[config.mk]
export PLATFORM = sky130hd
export DESIGN_NAME = fifo_uart_tx
export DESIGN_NICKNAME = d
export VERILOG_FILES = /design/src/rtl/fifo_uart_tx.sv
export SDC_FILE = /design/constraint.sdc
export NUM_CORES = 1
export LEC_CHECK = 0
export BUFFER_PORTS_ARGS = -buffer_cell sky130_fd_sc_hd__buf_2
export CORE_MARGIN = 2
export CORE_UTILIZATION = 50
export DETAILED_ROUTE_END_ITERATION = 10
export PLACE_DENSITY = 0.68
export SLEW_MARGIN = 20
export SYNTH_ARGS = -nofsm -noshare
export SYNTH_HDL_FRONTEND = slang
export SYNTH_SLANG_ARGS = --single-unit
[constraint.sdc]
create_clock -name rd_clk -period 6.2 [get_ports rd_clk]
set_input_delay 0.93 -clock rd_clk [delete_from_list [all_inputs] [get_ports rd_clk]]
set_output_delay 0.93 -clock rd_clk [all_outputs]
set_load 0.05 [all_outputs]
[src/rtl/fifo_uart_tx.sv]
// fifo_uart_tx: pops bytes from an upstream synchronous FIFO and transmits them
// as asynchronous serial frames (start bit, 8 data bits LSB first, optional even
// parity, 1 or 2 stop bits). Back-to-back bytes are separated only by the two
// cycles spent fetching and loading the next byte.
//
// Parameters:
//   CLKS_PER_BIT - rd_clk cycles per serial bit, 2..65535
//   STOP_BITS    - number of stop bits, 1 or 2
//
// Ports:
//   rd_clk       - single clock (FIFO read clock)
//   rd_rst_n     - asynchronous active-low reset
//   i_fifo_empty - upstream FIFO empty flag
//   i_rd_data    - upstream FIFO read data, valid the cycle after rd_en
//   rd_en        - FIFO pop request, one cycle per byte
//   o_tx         - serial line, idle high, driven from a flop
//   o_busy       - high whenever a byte is being fetched or transmitted
//   o_tx_done    - one-cycle pulse in the last cycle of the final stop bit
//   o_byte_cnt   - wrapping count of completed frames
//
// Build option:
//   UART_PARITY_EN - when defined, an even parity bit is sent between the data
//                    bits and the stop bit(s).

module fifo_uart_tx #(
  parameter int unsigned CLKS_PER_BIT = 434,
  parameter int unsigned STOP_BITS    = 1
) (
  input  logic        rd_clk,
  input  logic        rd_rst_n,
  input  logic        i_fifo_empty,
  input  logic [7:0]  i_rd_data,
  output logic        rd_en,
  output logic        o_tx,
  output logic        o_busy,
  output logic        o_tx_done,
  output logic [15:0] o_byte_cnt
);

  localparam logic [15:0] BaudLast = 16'(CLKS_PER_BIT - 1);
  localparam logic [2:0]  StopLast = 3'(STOP_BITS - 1);

  typedef enum logic [2:0] {
    StIdle,
    StFetch,
    StLoad,
    StStart,
    StData,
`ifdef UART_PARITY_EN
    StParity,
`endif
    StStop
  } state_e;

  state_e      state_q, state_d;
  logic [15:0] baud_q, baud_d;
  logic [2:0]  bit_cnt_q, bit_cnt_d;
  logic [7:0]  shift_q, shift_d;
  logic        tx_q, tx_d;
  logic [15:0] byte_cnt_q, byte_cnt_d;
  logic        armed_q;
  logic        baud_end;
  logic        done;
`ifdef UART_PARITY_EN
  logic        parity_q, parity_d;
`endif

  assign baud_end = (baud_q == BaudLast);

  // Next-state, counters and datapath
  always_comb begin
    state_d    = state_q;
    baud_d     = baud_q + 16'd1;
    bit_cnt_d  = bit_cnt_q;
    shift_d    = shift_q;
    byte_cnt_d = byte_cnt_q;
    done       = 1'b0;
`ifdef UART_PARITY_EN
    parity_d   = parity_q;
`endif

    unique case (state_q)
      StIdle: begin
        baud_d = '0;
        // armed_q holds off the first fetch until the second edge after reset
        if (armed_q && !i_fifo_empty) begin
          state_d = StFetch;
        end
      end
      StFetch: begin
        state_d = StLoad;
      end
      StLoad: begin
        shift_d   = i_rd_data;
        bit_cnt_d = '0;
`ifdef UART_PARITY_EN
        parity_d  = ^i_rd_data;
`endif
        state_d   = StStart;
      end
      StStart: begin
        if (baud_end) begin
          state_d = StData;
        end
      end
      StData: begin
        if (baud_end) begin
          if (bit_cnt_q == 3'd7) begin
`ifdef UART_PARITY_EN
            state_d = StParity;
`else
            state_d = StStop;
`endif
          end else begin
            bit_cnt_d = bit_cnt_q + 3'd1;
            shift_d   = {1'b0, shift_q[7:1]};
            baud_d    = '0;
          end
        end
      end
`ifdef UART_PARITY_EN
      StParity: begin
        if (baud_end) begin
          state_d = StStop;
        end
      end
`endif
      StStop: begin
        if (baud_end) begin
          if (bit_cnt_q == StopLast) begin
            done       = 1'b1;
            byte_cnt_d = byte_cnt_q + 16'd1;
            state_d    = i_fifo_empty ? StIdle : StFetch;
          end else begin
            // bit_cnt counts stop bits so the baud counter stays 16 bits wide
            bit_cnt_d = bit_cnt_q + 3'd1;
            baud_d    = '0;
          end
        end
      end
      default: begin
        state_d = StIdle;
      end
    endcase

    // Every state change restarts bit timing
    if (state_d != state_q) begin
      baud_d    = '0;
      bit_cnt_d = '0;
    end
  end

  // Line level is decoded from the next state so the flop lines up with state_q
  always_comb begin
    tx_d = 1'b1;
    unique case (state_d)
      StStart:  tx_d = 1'b0;
      StData:   tx_d = shift_d[0];
`ifdef UART_PARITY_EN
      StParity: tx_d = parity_q;
`endif
      default:  tx_d = 1'b1;
    endcase
  end

  always_ff @(posedge rd_clk or negedge rd_rst_n) begin
    if (!rd_rst_n) begin
      state_q    <= StIdle;
      baud_q     <= '0;
      bit_cnt_q  <= '0;
      shift_q    <= '0;
      tx_q       <= 1'b1;
      byte_cnt_q <= '0;
      armed_q    <= 1'b0;
    end else begin
      state_q    <= state_d;
      baud_q     <= baud_d;
      bit_cnt_q  <= bit_cnt_d;
      shift_q    <= shift_d;
      tx_q       <= tx_d;
      byte_cnt_q <= byte_cnt_d;
      armed_q    <= 1'b1;
    end
  end

`ifdef UART_PARITY_EN
  always_ff @(posedge rd_clk or negedge rd_rst_n) begin
    if (!rd_rst_n) begin
      parity_q <= 1'b0;
    end else begin
      parity_q <= parity_d;
    end
  end
`endif

  assign rd_en      = (state_q == StFetch);
  assign o_busy     = (state_q != StIdle);
  assign o_tx       = tx_q;
  assign o_tx_done  = done;
  assign o_byte_cnt = byte_cnt_q;

endmodule

== After elaboration in Yosys (flattened, before gate mapping) ==
Index checks and enable logic that the tools add are counted.

* Flip-flop bits (word level): 48
* Bits of input ports: 11
* Output and inout port bits: 20
* Word-level logic and storage cells: 64

* Add/subtract/negate cells: 3
* Equality and inequality tests: 16
* Mux-type cells: 27
* Reductions and logical operators: 10

{| class="wikitable"
|+ Operators with widths
! cell !! count
|-
| $mux 16 || 5
|-
| $pmux 16 s3 || 1
|-
| $mux 3 || 11
|-
| $add 16x1->16 const B || 2
|-
| $pmux 3 s6 || 1
|-
| $eq 16x9->1 const B || 1
|-
| $mux 8 || 2
|-
| $pmux 8 s2 || 1
|-
| $eq 3x3->1 const B || 4
|-
| $ne 3x3->1 const B || 4
|-
| $eq 3x2->1 const B || 3
|-
| $pmux 3 s3 || 1
|-
| $logic_not 3->1 || 2
|-
| $reduce_and 3->1 || 2
|-
| $reduce_and 5->1 || 1
|-
| $mux 1 || 4
|-
| $ne 2x2->1 const B || 2
|-
| $reduce_bool 4->1 || 1
|-
| $add 3x1->3 const B || 1
|-
| $eq 3x1->1 const B || 1
|-
| $ne 3x3->1 || 1
|-
| $reduce_bool 3->1 || 1
|-
| $pmux 1 s2 || 1
|-
| $reduce_bool 2->1 || 1
|-
| other kinds (2) || 2
|}

== Depth between registers and ports, before layout ==
Gate-level depths: netlist (run 1).

* Depth after elaboration: 7
* Depth in mapped cells: 9
* Depth with buffers taken out: 8

== Worst setup path before layout (run 1) ==
OpenSTA, ideal clock, no wires.

* Path type: reg2out
* Start point: register state_q[0]
* End point: output port rd_en
* Arrival: 1.653 ns
* Data required time: 5.270 ns
* Setup slack: 3.617 ns
* Stages on the path, launching flop included: 4
* Path buffers: 1
* Cells stage by stage: dfrtp_1 buf_6 inv_1 nor3_1

* Word-level cells in the longest chain between the ends: 1

{| class="wikitable"
|+ RTL lines
! what !! line !! source
|-
| from (decl) || 55 || <nowiki>state_e state_q, state_d;</nowiki>
|-
| from (signal assigned) || 168 || <nowiki>state_q <= StIdle;</nowiki>
|-
| from (signal assigned) || 176 || <nowiki>state_q <= state_d;</nowiki>
|-
| $eq 3x1->1 || 196 || <nowiki>assign rd_en = (state_q == StFetch);</nowiki>
|-
| to (decl) || 33 || <nowiki>output logic rd_en,</nowiki>
|}

Every way passes these cells.

== Final worst setup path (run 1) ==
* Start point: register baud_q[1]
* End point: output port o_tx_done

* Word-level cells in the longest chain between the ends: 3

{| class="wikitable"
|+ RTL lines
! what !! line !! source
|-
| from (decl) || 56 || <nowiki>logic [15:0] baud_q, baud_d;</nowiki>
|-
| from (signal assigned) || 177 || <nowiki>baud_q <= baud_d;</nowiki>
|-
| $eq 16x9->1 || 68 || <nowiki>assign baud_end = (baud_q == BaudLast);</nowiki>
|-
| $mux 1 || 129 || <nowiki>if (baud_end) begin</nowiki>
|-
| $mux 1 || 82 || <nowiki>unique case (state_q)</nowiki>
|-
| to (decl) || 36 || <nowiki>output logic o_tx_done,</nowiki>
|}

Every way passes these cells.

==> flow_metrics.py, run 1 <==
metrics = {
    "run_status": {
        "outcome": "completed",
    },
    "cts": {
        "cts_max_path_buffers": 2,
        "cts_resized": 0,
        "clock_sinks": 48,
        "post_cts_buffers": 0,
        "cts_tree": "done",
        "cts-hold-fix-buffers": 0,
        "cts_made_buffers": 5,
        "cts_root_buf": "clkbuf_8",
        "clk_latency_ns": 0.30,
        "cts.htree.levels": 2,
        "clkSlewWorstSetupHoldPaths_ns": 0.09,
    },
    "drt": {
        "drc": 0,
        "drt_iter0_markers": 74,
        "drt_wl_total_um": 4360,
        "dr.pass1.iters": 4,
        "drt-wirelength-per-cell_um": 13.6,
        "via_per_inst": 5.51,
        "drtAntennaViolNets": 0,
        "vias": 1762,
    },
    "pwr": {
        "comb_power_share": 0.023,
        "finalPower_mw": 0.524,
        "p_sw_frac": 0.217,
        "p_per_area_nw_per_um2": 197,
        "p_switching_mw": 0.114,
        "clkPwrFrac": 0.372,
        "internal_power_mw": 0.410,
        "pwr-share-seq": 0.605,
        "leakagePower_nw": 1.30,
        "ir_worst_vdd_uv": 84.3,
    },
    "floorplan": {
        "die_h_um": 73.3,
        "num_io_pins": 31,
        "dieArea_um2": 5380,
        "fp.dieW_um": 73.3,
        "initial_core_util": 0.512,
        "num_rows": 25,
        "fp.coreArea_um2": 4690,
    },
    "timing": {
        "slew_headroom": 0.601,
        "fmax_ghz": 0.341,
        "finalSetupTns_ns": 0,
        "rsz0062_at_grt": "false",
        "tightest_slew_ns": 0.598,
        "hold_viol_final": 0,
        "setup_viol": 0,
        "post-route-period-util": 0.473,
        "finalCriticalPeriod_ns": 2.93,
        "final-max-slew-violation-count": 0,
        "skew_ns": 0.00314,
    },
    "worst_setup_path": {
        "cp-endpoint": "o_tx_done",
        "crit_start": "baud_q[1]$_DFF_PN0_",
        "start_kind": "flip-flop",
        "cp.arrival_ns": 2.00,
        "worstReg2RegEnd": "o_tx$_DFF_PN1_",
        "rr_startpoint": "bit_cnt_q[0]$_DFFE_PN0P_",
        "rrSetupSlack_ns": 3.89,
        "critPathRequiredTime_ns": 5.27,
        "cp-end-kind": "primary output",
        "worst-path-max-fanout": 7,
        "reg2reg_depth": 7,
        "crit_type": "flip-flop to primary output",
    },
    "synthesis": {
        "ys_types": 49,
        "ys_warn_count": 0,
        "yosysTopAreaCell": "dfrtp_1",
        "synthTopCellsByArea": "dfrtp_1 (49%), xnor2_1 (6.6%), nor2_1 (4.8%), nand2_1 (4.4%), xor2_1 (4.0%)",
        "synth_enable_flop_cells": 0,
        "synth_area_per_cell_um2": 10.3,
        "synth_xor_area_frac": 0.106,
        "synth_fp_nets": 251,
        "async_reset_ff_frac": 1.00,
        "syn_area_um2": 2400,
        "netlist.area_leader.share": 0.489,
        "synth_fa_ha_area_frac": 0.0312,
        "synthSimpleGateAreaFrac": 0.216,
        "ys_ff_latch": 48,
        "yosysSeqAreaShare": 0.500,
        "yosys_most_used_dff": "dfrtp_1",
        "synth_top_family_by_area": "simple AND/OR/NAND/NOR gates",
        "synth_mux_area_frac": 0.0135,
        "syn_inst": 234,
        "synth_compound_area_frac": 0.0937,
    },
    "finish": {
        "drive_above_1_share": 0.211,
        "seq_area_um2": 1200,
        "layout.nets": 282,
        "antenna_cells": 0,
        "fin_cells": 320,
        "multiInputGateArea_um2": 1110,
        "syn_to_final_growth_pct": 10.5,
        "fillers": 417,
    },
    "worst_hold_path": {
        "min_path_type": "flip-flop to flip-flop",
    },
    "global_routing": {
        "grt_first_pass_wirelength_um": 7490,
        "grt_max_degree": 49,
        "grt_usage": 0.179,
        "antenna_found_initial": 0,
        "grt_pass1_vias": 1651,
        "overflow": 0,
    },
    "placement": {
        "hpwl_um": 3000,
        "io_buffer_count": 30,
        "dp.cells": 312,
        "gp_congestion": 0.770,
    },
    "flow_run": {
        "cap_violations": 0,
    },
}
## cells in the final DEF (no fill, tap or decap), drive strengths merged, types with 5 or more instances in the layout
cell	netlist	routed
nor2	33	33
clkbuf	0	7
xnor2	18	18
ha	6	6
xor2	11	11
nand4	5	5
and3	5	5
buf	6	30
o21ai	8	8
nand3	11	11
inv	8	8
a22oi	6	6
nand2	28	28
dfrtp	47	47
## cell type report
| class | count | share of cell area |
|---|---|---|
| Clock buffer | 7 | 0.0325 |
| Clock inverter | 1 | 0.00283 |
| Inverter | 8 | 0.0113 |
| Multi-Input combinational cell | 172 | 0.418 |
| Sequential cell | 48 | 0.453 |
| Tap cell | 54 | 0.0254 |
| Timing Repair Buffer | 30 | 0.0575 |
## worst min-delay path by stage
stage | from | endpoint | slack, ns | depth (start not counted)
after floorplan | shift_q[1]$_DFFE_PN0P_ | shift_q[1]$_DFFE_PN0P_ | 0.45 | 2
after global placement | o_byte_cnt[15]$_DFFE_PN0P_ | o_byte_cnt[15]$_DFFE_PN0P_ | 0.46 | 1
after detailed placement | shift_q[2]$_DFFE_PN0P_ | shift_q[2]$_DFFE_PN0P_ | 0.46 | 2
after CTS | shift_q[2]$_DFFE_PN0P_ | shift_q[2]$_DFFE_PN0P_ | 0.49 | 2
after global routing | o_byte_cnt[12]$_DFFE_PN0P_ | o_byte_cnt[12]$_DFFE_PN0P_ | 0.51 | 1
final | shift_q[2]$_DFFE_PN0P_ | shift_q[2]$_DFFE_PN0P_ | 0.48 | 2
## critical path, cell delays in order (launching register included)
cell     delay (ns)
dfrtp_1        0.41
inv_1          0.07
ha_1           0.12
nor4b_2        0.24
and4_2         0.33
and2_2         0.24
buf_2          0.29
## sequential cells by signal, summed over array words and instances, names as in the netlist
name and count:
o_byte_cnt 16, bit_cnt_q 3, baud_q 16, armed_q 1, shift_q 8, o_tx 1, state_q 3
## metrics by stage
stage	cell area (um2)	util	hold WS (ns)	setup WS, ns
floorplan	2400	-	0.446	3.62
global placement	2560	0.546	0.455	3.62
detailed placement	2560	0.546	0.464	3.59
CTS	2650	0.566	0.486	3.25
global route	2660	0.566	0.508	3.16
finish	2660	0.566	0.483	3.27
## power groups by stage
stage	registers [mW]	clock network, mW	logic [mW]
floorplan	0.323	0	0.00267
global placement	0.323	0	0.0122
detailed placement	0.323	0	0.0124
CTS	0.317	0.200	0.0125
global route	0.317	0.214	0.0143
finish	0.317	0.195	0.0121
## routing by layer
metal | GRT usage | share of wire | vias to the layer above
li1 | - | - | 855
met1 | 0.238 | 0.48 | 861
met2 | 0.286 | 0.46 | 39
met3 | 0.0494 | 0.043 | 7
met4 | 0.0586 | 0.017 | 0
met5 | 0 | 0 | -
## cells by family after synthesis
| logic type | after synthesis |
|---|---|
| simple gates | 103 |
| buf+inv | 14 |
| flops | 48 |
| other cells | 1 |
| compound gates | 30 |
| xor+xnor | 29 |
| fa+ha+maj | 6 |
| mux | 3 |
## synth_stat cells (5+ instances only)
cell	number
ha_1	6
dfrtp_1	47
inv_1	8
a22oi_1	6
buf_6	5
nand2_1	28
nor2_1	31
xnor2_1	18
o21ai_0	7
nand3_1	11
xor2_1	11
and3_1	5
No activity file was read; power rests on OpenSTA's default activity.
==> run 2, diff against run 1 <==
- PLACE_DENSITY: 0.68 -> 0.7
- clock period: 6.2 -> 2.4 ns (I/O delays scaled with it)
==> flow_metrics.py, run 2 (synthesized netlist as in run 1, its figures left out) <==
metrics = {
    "pwr": {
        "finalPower_mw": 1.44,
        "p_per_area_nw_per_um2": 529,
        "ir_worst_vdd_uv": 274,
        "leakagePower_nw": 1.34,
    },
    "drt": {
        "vias": 1748,
        "drc": 0,
        "via_per_inst": 5.38,
        "drtAntennaViolNets": 0,
        "drt-wirelength-per-cell_um": 13.7,
        "drt_wl_total_um": 4460,
        "dr.pass1.iters": 4,
        "drt_iter0_markers": 163,
    },
    "finish": {
        "mostFrequentLayoutCell": "dfrtp_1",
        "syn_to_final_growth_pct": 13.6,
        "final_cell_mix": "dfrtp_1 (47), nor2_1 (31), buf_2 (29)",
        "layout.nets": 287,
        "fin_area_um2": 2730,
        "fillers": 413,
        "antenna_cells": 0,
        "multiInputGateArea_um2": 1110,
        "drive_above_1_share": 0.229,
        "seq_area_um2": 1200,
    },
    "timing": {
        "tightest_slew_ns": 0.656,
        "rsz0062_at_grt": "false",
        "finalCriticalPeriod_ns": 2.30,
        "post-route-period-util": 0.957,
        "skew_ns": 0.0119,
        "final-max-slew-violation-count": 0,
        "slew_headroom": 0.563,
        "fmax_ghz": 0.435,
        "finalSetupTns_ns": 0,
        "hold_viol_final": 0,
        "setup_viol": 0,
    },
    "global_routing": {
        "top_usage_layer": "met2",
        "antenna_found_initial": 0,
        "overflow": 0,
        "use_met2": 0.294,
        "use_met3": 0.0466,
        "grt_pass1_vias": 1674,
        "grt_first_pass_wirelength_um": 7560,
        "grt_max_degree": 31,
        "grt_use_met1": 0.234,
        "grt_usage": 0.181,
    },
    "floorplan": {
        "die_h_um": 73.3,
        "fp.dieW_um": 73.3,
        "initial_core_util": 0.512,
        "num_rows": 25,
        "num_io_pins": 31,
        "fp.coreArea_um2": 4690,
        "dieArea_um2": 5380,
    },
    "cts": {
        "clkSlewWorstSetupHoldPaths_ns": 0.09,
        "clk_latency_ns": 0.31,
        "cts_made_buffers": 5,
        "clock_sinks": 48,
        "cts_root_buf": "clkbuf_8",
        "cts_tree": "done",
        "cts_max_path_buffers": 2,
        "cts.htree.levels": 2,
    },
    "worst_setup_path": {
        "cp_slowest_stage_delay_ns": 0.41,
        "cp.arrival_ns": 1.94,
        "worst_path_max_delay_cell": "dfrtp_1",
        "start_kind": "flip-flop",
        "worst-path-max-fanout": 7,
        "cp-end-kind": "primary output",
        "critPathRequiredTime_ns": 2.04,
        "crit_type": "flip-flop to primary output",
        "crit_chain": "inv_1, ha_1, nor4b_2, and4_2, and2_4, buf_4",
    },
    "placement": {
        "placed_area_um2": 2590,
        "io_buffer_count": 30,
        "gp_congestion": 0.870,
        "hpwl_um": 3190,
    },
    "flow_run": {
        "cap_violations": 0,
    },
    "run_status": {
        "outcome": "completed",
    },
    "worst_hold_path": {
        "min_path_type": "input port to async pin",
    },
}
run 2: layout make-up:
| class | instances | share of cell area |
|---|---|---|
| multi-input combinational | 172 | 0.407 |
| clock inverter | 3 | 0.0174 |
| inverter | 8 | 0.0110 |
| timing repair buffer | 35 | 0.0742 |
| sequential | 48 | 0.440 |
| clock buffer | 5 | 0.0252 |
| tap | 54 | 0.0247 |
run 2: layer usage:
metal / up-vias / part of all wire
met5: - / 0
met4: 0 / 0.016
met3: 7 / 0.035
met2: 26 / 0.46
met1: 843 / 0.48
li1: 872 / -
run 2: critical path: cells and delay by family (launching register included):
| family | cells | cell delay [ns] |
|---|---|---|
| simple gates | 3 | 0.82 |
| flops | 1 | 0.41 |
| buf+inv | 2 | 0.27 |
| fa+ha+maj | 1 | 0.13 |
run 2: through the flow:
step | setup WS [ns] | util | hold WS (ns) | cells
after CTS | 0.0310 | 0.577 | 0.0926 | 324
after floorplan | 0.375 | - | 0.0644 | 234
after detailed placement | 0.232 | 0.552 | 0.431 | 316
final | 0.102 | 0.582 | 0.0743 | 325
after global placement | 0.326 | 0.552 | 0.431 | 316
after global routing | 0.00109 | 0.582 | 0.112 | 325
run 2: worst paths after layout:
path	slack, ns	start	end	cells after the start
max	0.10	baud_q[1]$_DFF_PN0_	o_tx_done	6
min	0.07	rd_rst_n	shift_q[0]$_DFF_PN0_	1
max reg2reg	0.30	baud_q[0]$_DFF_PN0_	o_tx$_DFF_PN1_	7
min reg2reg	0.48	o_byte_cnt[15]$_DFFE_PN0P_	o_byte_cnt[15]$_DFFE_PN0P_	1
max in group asynchronous	1.72	rd_rst_n	o_byte_cnt[13]$_DFFE_PN0P_	2
min in group rd_clk	0.25	i_rd_data[7]	shift_q[7]$_DFFE_PN0P_	3
run 2: power breakdown:
group	total [mW]	switching, mW	internal (mW)
combinational	0.0338	0.0222	0.0116
sequential	0.819	0.00338	0.816
clock	0.591	0.277	0.314
total	1.44	0.303	1.14
run 2: timing repair:
action,4_1_cts,5_1_grt
resized for setup,1,1
buffers inserted,0,1
hold buffers,0,0
endpoints found under the setup margin,1,3
pin swaps,0,1
==> run 3, diff against run 2 <==
- CORE_UTILIZATION: 50 -> 51
- PLACE_DENSITY: 0.7 -> 0.72
==> flow_metrics.py, run 3 (synthesized netlist as in run 1, its figures left out) <==
metrics = {
    "finish": {
        "layout.nets": 288,
        "final_cell_mix": "dfrtp_1 (47), nor2_1 (31), buf_2 (29)",
        "antenna_cells": 0,
        "syn_to_final_growth_pct": 14.4,
        "fillers": 371,
        "seq_area_um2": 1200,
        "drive_above_1_share": 0.228,
        "mostFrequentLayoutCell": "dfrtp_1",
        "multiInputGateArea_um2": 1120,
    },
    "pwr": {
        "finalPower_mw": 1.45,
        "leakagePower_nw": 1.35,
        "ir_worst_vdd_uv": 312,
        "p_per_area_nw_per_um2": 527,
    },
    "worst_setup_path": {
        "worst-path-max-fanout": 7,
        "critPathRequiredTime_ns": 2.04,
        "cp.arrival_ns": 1.90,
        "worst_path_max_delay_cell": "dfrtp_1",
        "crit_chain": "inv_1, ha_1, nor4b_4, and4_4, and2_2, buf_6",
        "crit_type": "flip-flop to primary output",
        "start_kind": "flip-flop",
        "cp-end-kind": "primary output",
        "cp_slowest_stage_delay_ns": 0.43,
    },
    "global_routing": {
        "grt_usage": 0.187,
        "grt_first_pass_wirelength_um": 7710,
        "antenna_found_initial": 0,
        "grt_pass1_vias": 1725,
        "overflow": 0,
        "grt_max_degree": 24,
    },
    "timing": {
        "final-max-slew-violation-count": 0,
        "finalSetupTns_ns": 0,
        "skew_ns": 0.00736,
        "fmax_ghz": 0.443,
        "post-route-period-util": 0.941,
        "layout_setup_ws_ns": 0.142,
        "rsz0062_at_grt": "false",
        "hold_viol_final": 0,
        "setup_viol": 0,
        "finalCriticalPeriod_ns": 2.26,
    },
    "cts": {
        "cts_tree": "done",
        "cts_root_buf": "clkbuf_8",
        "cts.htree.levels": 2,
        "clock_sinks": 48,
        "cts_made_buffers": 5,
        "clkSlewWorstSetupHoldPaths_ns": 0.09,
        "clk_latency_ns": 0.31,
        "cts_max_path_buffers": 2,
    },
    "floorplan": {
        "fp.dieW_um": 72.7,
        "initial_core_util": 0.541,
        "dieArea_um2": 5280,
        "fp.coreArea_um2": 4440,
        "num_io_pins": 31,
        "die_h_um": 72.7,
        "num_rows": 24,
    },
    "drt": {
        "drt-wirelength-per-cell_um": 13.9,
        "drt_iter0_markers": 143,
        "drtAntennaViolNets": 0,
        "via_per_inst": 5.45,
        "drt_wl_total_um": 4500,
        "dr.pass1.iters": 4,
        "vias": 1766,
        "drc": 0,
    },
    "worst_hold_path": {
        "min_path_type": "input port to flip-flop",
    },
    "flow_run": {
        "cap_violations": 0,
    },
    "run_status": {
        "outcome": "completed",
    },
    "placement": {
        "hpwl_um": 3160,
        "io_buffer_count": 30,
        "pre_cts_ws_ns": 0.200,
        "gp_congestion": 0.812,
    },
}
## run 3: cell count changes in the layout (fill, tap and decap cells not counted), sizes merged
cell,before,now
clkinv,2,0
clkinvlp,0,1
dlygate4sd3,0,1
inv,8,9
## run 3: worst paths after layout
check / start / to / slack (ns) / cells past startpoint
worst min register to register: o_byte_cnt[15]$_DFFE_PN0P_ / o_byte_cnt[15]$_DFFE_PN0P_ / 0.48 / 1
max in group asynchronous: rd_rst_n / baud_q[12]$_DFF_PN0_ / 1.39 / 3
min in group asynchronous: rd_rst_n / shift_q[5]$_DFFE_PN0P_ / 0.44 / 2
worst max-delay path: baud_q[1]$_DFF_PN0_ / o_tx_done / 0.14 / 6
worst min-delay path: i_rd_data[7] / shift_q[7]$_DFFE_PN0P_ / 0.27 / 3
worst max register to register: baud_q[1]$_DFF_PN0_ / baud_q[13]$_DFF_PN0_ / 0.29 / 9
## run 3: per-stage QoR
step	area [um2]	util	hold WS (ns)	cells
4_1_cts	2720	0.611	0.268	323
3_5_place_dp	2590	0.582	0.239	314
2_1_floorplan	2400	-	0.0644	234
3_3_place_gp	2590	0.582	0.244	314
5_1_grt	2750	0.619	0.286	324
6_report	2750	0.619	0.269	324
## run 3: critical path, delay by kind of cell, from the launching register on
family | cells | cell delay [ns]
adders and majority gates | 1 | 0.15
DFF | 1 | 0.43
and+or+nand+nor | 3 | 0.77
buffers and inverters | 2 | 0.25
## run 3: timing repair
action	4_1_cts	5_1_grt
setup endpoints to repair	1	17
resized for setup	1	3
buffers inserted	0	1
gates cloned	0	0
hold endpoints to repair	9	0
hold buffers	1	0
pin swaps	0	1
## run 3: final cells by class
cell class | count | share of cell area
flip-flops and latches | 48 | 0.437
repair buffers | 36 | 0.0787
clock inverters | 3 | 0.0168
inverters | 8 | 0.0109
clock buffers | 5 | 0.0250
multi-input cells | 172 | 0.407
well taps | 52 | 0.0237
## run 3: routing by layer
metal	GRT usage	routed length (um)
met3	0.0470	206
met5	0	0
met4	0.0556	89
met1	0.253	2080
met2	0.298	2120
## run 3: power by group
part | total [mW] | switching, mW | internal, mW
registers | 0.819 | 0.00349 | 0.816
logic | 0.0351 | 0.0225 | 0.0126
clock network | 0.595 | 0.282 | 0.314
total | 1.45 | 0.308 | 1.14
